File: config.mk
export PLATFORM = sky130hd
export DESIGN_NAME = cnn_argmax_collector
export DESIGN_NICKNAME = d
export VERILOG_FILES = /design/src/rtl/cnn_argmax_collector.sv
export SDC_FILE = /design/constraint.sdc
export NUM_CORES = 1
export LEC_CHECK = 0
export BUFFER_PORTS_ARGS = -buffer_cell sky130_fd_sc_hd__clkbuf_2
export CAP_MARGIN = 40
export CORE_ASPECT_RATIO = 0.8
export CORE_MARGIN = 5
export CORE_UTILIZATION = 30
export CTS_BUF_LIST = sky130_fd_sc_hd__clkbuf_16
export DETAILED_ROUTE_END_ITERATION = 12
export GPL_ROUTABILITY_DRIVEN = 1
export GPL_TIMING_DRIVEN = 0
export PLACE_DENSITY = 0.55
export SETUP_SLACK_MARGIN = 0.5
export SYNTH_ARGS = -nofsm -noshare
export SYNTH_HDL_FRONTEND = slang
export SYNTH_SLANG_ARGS = --single-unit
File: constraint.sdc
create_clock -name ap_clk -period 9 [get_ports ap_clk]
set_input_delay 0.9 -clock ap_clk [delete_from_list [all_inputs] [get_ports ap_clk]]
set_output_delay 0.9 -clock ap_clk [all_outputs]
set_load 0.01 [all_outputs]
File: src/rtl/cnn_argmax_collector.sv
// Collects one frame of five per-class scores and emits a signed argmax on an AXI-stream output.
// Define ARGMAX_ALL_SCORES_EN to add pred_all_TDATA, which carries all five scores with the result.
module cnn_argmax_collector #(
  parameter int unsigned PIXEL_BIT_WIDTH    = 16,
  parameter int unsigned CLASS_BITWIDTH     = 3,
  parameter int unsigned FRAME_CNT_BITWIDTH = 16
) (
  input  logic                          ap_clk,
  input  logic                          ap_rst_n,
  input  logic [PIXEL_BIT_WIDTH-1:0]    cnn_output_0_TDATA,
  input  logic                          cnn_output_0_TVALID,
  output logic                          cnn_output_0_TREADY,
  input  logic [PIXEL_BIT_WIDTH-1:0]    cnn_output_1_TDATA,
  input  logic                          cnn_output_1_TVALID,
  output logic                          cnn_output_1_TREADY,
  input  logic [PIXEL_BIT_WIDTH-1:0]    cnn_output_2_TDATA,
  input  logic                          cnn_output_2_TVALID,
  output logic                          cnn_output_2_TREADY,
  input  logic [PIXEL_BIT_WIDTH-1:0]    cnn_output_3_TDATA,
  input  logic                          cnn_output_3_TVALID,
  output logic                          cnn_output_3_TREADY,
  input  logic [PIXEL_BIT_WIDTH-1:0]    cnn_output_4_TDATA,
  input  logic                          cnn_output_4_TVALID,
  output logic                          cnn_output_4_TREADY,
  output logic [CLASS_BITWIDTH-1:0]     pred_class_TDATA,
  output logic [PIXEL_BIT_WIDTH-1:0]    pred_score_TDATA,
  output logic                          pred_TVALID,
  input  logic                          pred_TREADY,
`ifdef ARGMAX_ALL_SCORES_EN
  output logic [FRAME_CNT_BITWIDTH-1:0] frame_count,
  output logic [5*PIXEL_BIT_WIDTH-1:0]  pred_all_TDATA
`else
  output logic [FRAME_CNT_BITWIDTH-1:0] frame_count
`endif
);

  localparam int unsigned NUM_CLASSES = 5;
  localparam int unsigned IDX_W       = 3;
  localparam logic [IDX_W-1:0] LAST_IDX = IDX_W'(NUM_CLASSES - 1);

  typedef enum logic [1:0] {COLLECT, COMPARE, EMIT} state_t;

  state_t                     state, state_next;
  logic [PIXEL_BIT_WIDTH-1:0] tdata     [NUM_CLASSES];
  logic [PIXEL_BIT_WIDTH-1:0] score_reg [NUM_CLASSES];
  logic [NUM_CLASSES-1:0]     tvalid, tready, captured, capture;
  logic                       all_in, pred_fire, cmp_better;
  logic [PIXEL_BIT_WIDTH-1:0] best, best_next, cand;
  logic [IDX_W-1:0]           best_idx, best_idx_next, cmp_idx;

  assign tdata[0] = cnn_output_0_TDATA;
  assign tdata[1] = cnn_output_1_TDATA;
  assign tdata[2] = cnn_output_2_TDATA;
  assign tdata[3] = cnn_output_3_TDATA;
  assign tdata[4] = cnn_output_4_TDATA;
  assign tvalid   = {cnn_output_4_TVALID, cnn_output_3_TVALID, cnn_output_2_TVALID,
                     cnn_output_1_TVALID, cnn_output_0_TVALID};
  assign cnn_output_0_TREADY = tready[0];
  assign cnn_output_1_TREADY = tready[1];
  assign cnn_output_2_TREADY = tready[2];
  assign cnn_output_3_TREADY = tready[3];
  assign cnn_output_4_TREADY = tready[4];

  assign capture   = tvalid & tready;
  assign all_in    = &(captured | capture);
  assign pred_fire = pred_TVALID & pred_TREADY;

  // State register
  always_ff @(posedge ap_clk or negedge ap_rst_n) begin
    if (!ap_rst_n) state <= COLLECT;
    else           state <= state_next;
  end

  // Next-state logic
  always_comb begin
    state_next = state;
    case (state)
      COLLECT: if (all_in)              state_next = COMPARE;
      COMPARE: if (cmp_idx == LAST_IDX) state_next = EMIT;
      EMIT:    if (pred_fire)           state_next = COLLECT;
      default:                          state_next = COLLECT;
    endcase
  end

  // Ready is held low during reset so nothing upstream sees a spurious accept
  always_comb begin
    tready = '0;
    if (ap_rst_n && state == COLLECT) tready = ~captured;
  end

  // One comparison per cycle; strict greater-than keeps the lower index on ties
  always_comb begin
    cand = '0;
    for (int k = 0; k < NUM_CLASSES; k++) begin
      if (cmp_idx == IDX_W'(k)) cand = score_reg[k];
    end
    cmp_better    = $signed(cand) > $signed(best);
    best_next     = cmp_better ? cand : best;
    best_idx_next = cmp_better ? cmp_idx : best_idx;
  end

  always_ff @(posedge ap_clk or negedge ap_rst_n) begin
    if (!ap_rst_n) begin
      for (int k = 0; k < NUM_CLASSES; k++) score_reg[k] <= '0;
      captured         <= '0;
      best             <= '0;
      best_idx         <= '0;
      cmp_idx          <= '0;
      pred_TVALID      <= 1'b0;
      pred_class_TDATA <= '0;
      pred_score_TDATA <= '0;
      frame_count      <= '0;
`ifdef ARGMAX_ALL_SCORES_EN
      pred_all_TDATA   <= '0;
`endif
    end else begin
      for (int k = 0; k < NUM_CLASSES; k++) begin
        if (capture[k]) score_reg[k] <= tdata[k];
      end
      case (state)
        COLLECT: begin
          captured <= captured | capture;
          if (all_in) begin
            best     <= capture[0] ? tdata[0] : score_reg[0];
            best_idx <= '0;
            cmp_idx  <= IDX_W'(1);
          end
        end
        COMPARE: begin
          best     <= best_next;
          best_idx <= best_idx_next;
          cmp_idx  <= cmp_idx + IDX_W'(1);
          if (cmp_idx == LAST_IDX) begin
            pred_TVALID      <= 1'b1;
            pred_class_TDATA <= CLASS_BITWIDTH'(best_idx_next);
            pred_score_TDATA <= best_next;
`ifdef ARGMAX_ALL_SCORES_EN
            for (int k = 0; k < NUM_CLASSES; k++) begin
              pred_all_TDATA[k*PIXEL_BIT_WIDTH +: PIXEL_BIT_WIDTH] <= score_reg[k];
            end
`endif
          end
        end
        EMIT: begin
          if (pred_fire) begin
            pred_TVALID <= 1'b0;
            captured    <= '0;
            frame_count <= frame_count + FRAME_CNT_BITWIDTH'(1);
          end
        end
        default: ;
      endcase
    end
  end

endmodule

==> results.yml <==
status:
  status: "finished, final reports clean"
cells_and_area:
  layout.nets: 920
  final_design_area_no_fill_um2: 8861
  largest_reg_flops: 80
  layout.cells.non_filler: 1134
  drive_above_1_share: 0.3054
  utilization: 0.3767
  fillers: 2433
  n_antenna_cell: 0
  area_growth_pct: 22.84
sta:
  timing.fmax_ghz: 0.1987
  finalCritPeriodShare: 0.5591
  worst_pin_slew_ps: 675.2
  slew_violations: 0
  fin_crit_ps: 5032
  skew_ps: 19.01
  final.setup.tns_ps: 0
  rsz0062_at_grt: "false"
  slew_headroom: 0.5451
  setup_viol: 0
  final_hold_viol_count: 0
yosys:
  synth_simple_gate_area_frac: 0.1206
  syn_area_um2: 7213
  synth-seq-cells: 145
  muxShareOfSynthArea: 0.1518
  syn_inst: 662
  avgSynthCellArea_um2: 10.90
  ys.flop_type: "dfrtp_1"
  synthesis.nets: 772
  synth_edf_count: 0
  yosysUniqueCellTypes: 52
  synth_top_family_by_area: "multiplexers"
  synth_compound_area_frac: 0.1315
  synthXorXnorAreaFrac: 0.01821
  synth_warnings: 0
  seq_area_frac_synth: 0.5030
  async_flop_share: 1.000
  synth_fa_ha_area_frac: 0.03816
die:
  coreArea_um2: 23520
  ios: 129
  die_y_um: 148.7
  initial_core_util: 0.3066
  fp.dieW_um: 183.4
  fp.dieArea_um2: 27260
  rows: 50
global_route:
  grt_pass1_vias: 5546
  antenna_found_initial: 0
  grt-ovfl-total: 0
  grt_use_total: 0.1429
  grt_max_degree: 97
  grt_pass1_wl_um: 30750
critical_path:
  path_buf_inv: 7
  cp-start-kind: "register"
  worst_ep_required_time_ps: 9290
  crit_chain: "clkbuf_1, inv_1, ha_1, clkbuf_1, nor2b_1, clkbuf_1, clkbuf_1, a22o_1, a221o_1, ha_1, a41o_1, a21oi_1, nor3_1, or4b_1, mux2i_2, buf_6, buf_12, mux2i_1, o21ai_1"
  arrival_ps: 5320
  path_class: "register to register"
  crit_path_end_kind: "register"
  crit_fanout: 10
  slowest_stage: "or4b_1"
  critPathMaxStageDelay_ps: 540
  cpMostUsedCell: "clkbuf_1"
  critPathTopFamily: "buffers and inverters"
route:
  drtAntennaViolNets: 0
  met2_wirelength_um: 8157
  first_iter_violations: 234
  routed.top_layer: "met4"
  drt_pass1_iterations: 4
  wl_met3_um: 734
  via_count: 5370
  drcViolationCount: 0
  routed_via_density: 4.735
  post_drt_wl_per_cell_um: 17.06
  wl_met1_um: 10280
  drt_wl_total_um: 19350
pwr:
  max-vdd-ir-drop_mv: 0.1697
  power_mw: 3.701
  p_leak_nw: 4.114
  power_density_nw_per_um2: 417.6
place:
  place_hpwl_um: 15100
  dp_cells: 1103
  io_buffers: 128
  dpl-instance-area_um2: 8280
  finalWeightedCongestion: 0.8201
job:
  cap_violations: 0
clock_network:
  cts_htree_levels: 4
  cts-root-buf: "clkbuf_16"
  post_cts_buffers: 0
  clkTransAtPathRegs_ps: 60
  cts_resized: 0
  cts.sinks: 145
  cts_buffer_depth: 2
  clk_latency_ps: 430
  numCtsBuffers: 17
  hold_buffers: 0
  cts_tree: "done"
hold_path:
  holdCritPathClass: "primary input to async pin"
through the flow:
step	setup slack [ps]	hold WS (ps)
final	3968	422.5
after global routing	3535	441.8
after CTS	3956	428.9
after detailed placement	3993	470.5
after global placement	2986	463.4
after floorplan	4814	472.3
where the power goes:
group | total [mW] | internal, mW | switching, mW
Sequential | 1.13 | 0.929 | 0.198
Clock | 0.703 | 0.411 | 0.292
Combinational | 1.87 | 0.851 | 1.02
cell type report:
type                            count  area, µm²  share of cell area
Clock buffer                       17      425.4             0.04801
Buffer                             40      190.2             0.02146
Inverter                           20      75.07            0.008472
Tap cell                          312      390.4             0.04406
Timing Repair Buffer              129      676.9             0.07639
Multi-Input combinational cell    457       3319              0.3746
Sequential cell                   145       3628              0.4095
Clock inverter                     14      155.1             0.01751
Yosys cell counts (all sizes together) (7+ instances only):
| cell | instances | area share |
|---|---|---|
| nor3 | 8 | 0.0056 |
| buf | 12 | 0.012 |
| clkbuf | 28 | 0.015 |
| o32a | 8 | 0.011 |
| mux2i | 19 | 0.027 |
| nand3 | 8 | 0.0056 |
| a22oi | 7 | 0.0073 |
| a22o | 12 | 0.015 |
| mux2 | 80 | 0.12 |
| dfrtp | 145 | 0.50 |
| o21ai | 38 | 0.027 |
| a221oi | 8 | 0.0097 |
| inv | 20 | 0.010 |
| nor3b | 9 | 0.0094 |
| ha | 22 | 0.038 |
| a32oi | 8 | 0.0097 |
| nand4 | 7 | 0.0061 |
| nor2b | 13 | 0.011 |
| a21oi | 26 | 0.018 |
| xnor2 | 11 | 0.013 |
| nand2 | 79 | 0.041 |
| a221o | 15 | 0.021 |
| nor2 | 48 | 0.025 |
layer usage:
metal	up-vias	GRT usage
met1	2563	0.2192
met3	11	0.03301
met4	0	0.03016
met2	102	0.2046
met5	-	0
li1	2694	-
cell usage in the layout, fill, tap and decap left out, types with 15 or more instances in the layout:
cell type    n
a21oi_1     26
a221o_1     15
clkbuf_1    28
clkbuf_16   17
clkbuf_2   127
dfrtp_1    145
ha_1        22
inv_1       20
mux2_2      80
mux2i_1     18
nand2_1     78
nor2_1      48
o21ai_0     27
logic make-up (layout without fill, tap and decap cells):
kind of cell / after synthesis / count (layout)
AND/OR/NAND/NOR: 187 / 187
flip-flops: 145 / 145
AO/OA/AOI/OAI: 134 / 134
multiplexers: 99 / 99
buffers and inverters: 60 / 220
adder cells (fa/ha/maj): 22 / 22
XOR/XNOR: 15 / 15
worst paths after layout:
| check | end | slack, ps | from | cells past startpoint |
|---|---|---|---|---|
| max reg2reg | pred_score_TDATA[8] | 3970 | cmp_idx[2] | 19 |
| max | pred_score_TDATA[8] | 3970 | cmp_idx[2] | 19 |
| min | frame_count[10] | 420 | ap_rst_n | 1 |
| max in group asynchronous | score_reg[65] | 7740 | ap_rst_n | 2 |
| min in group ap_clk | frame_count[15] | 470 | frame_count[15] | 1 |
| min reg2reg | frame_count[15] | 470 | frame_count[15] | 1 |
Power figures use the tool's default switching activity.
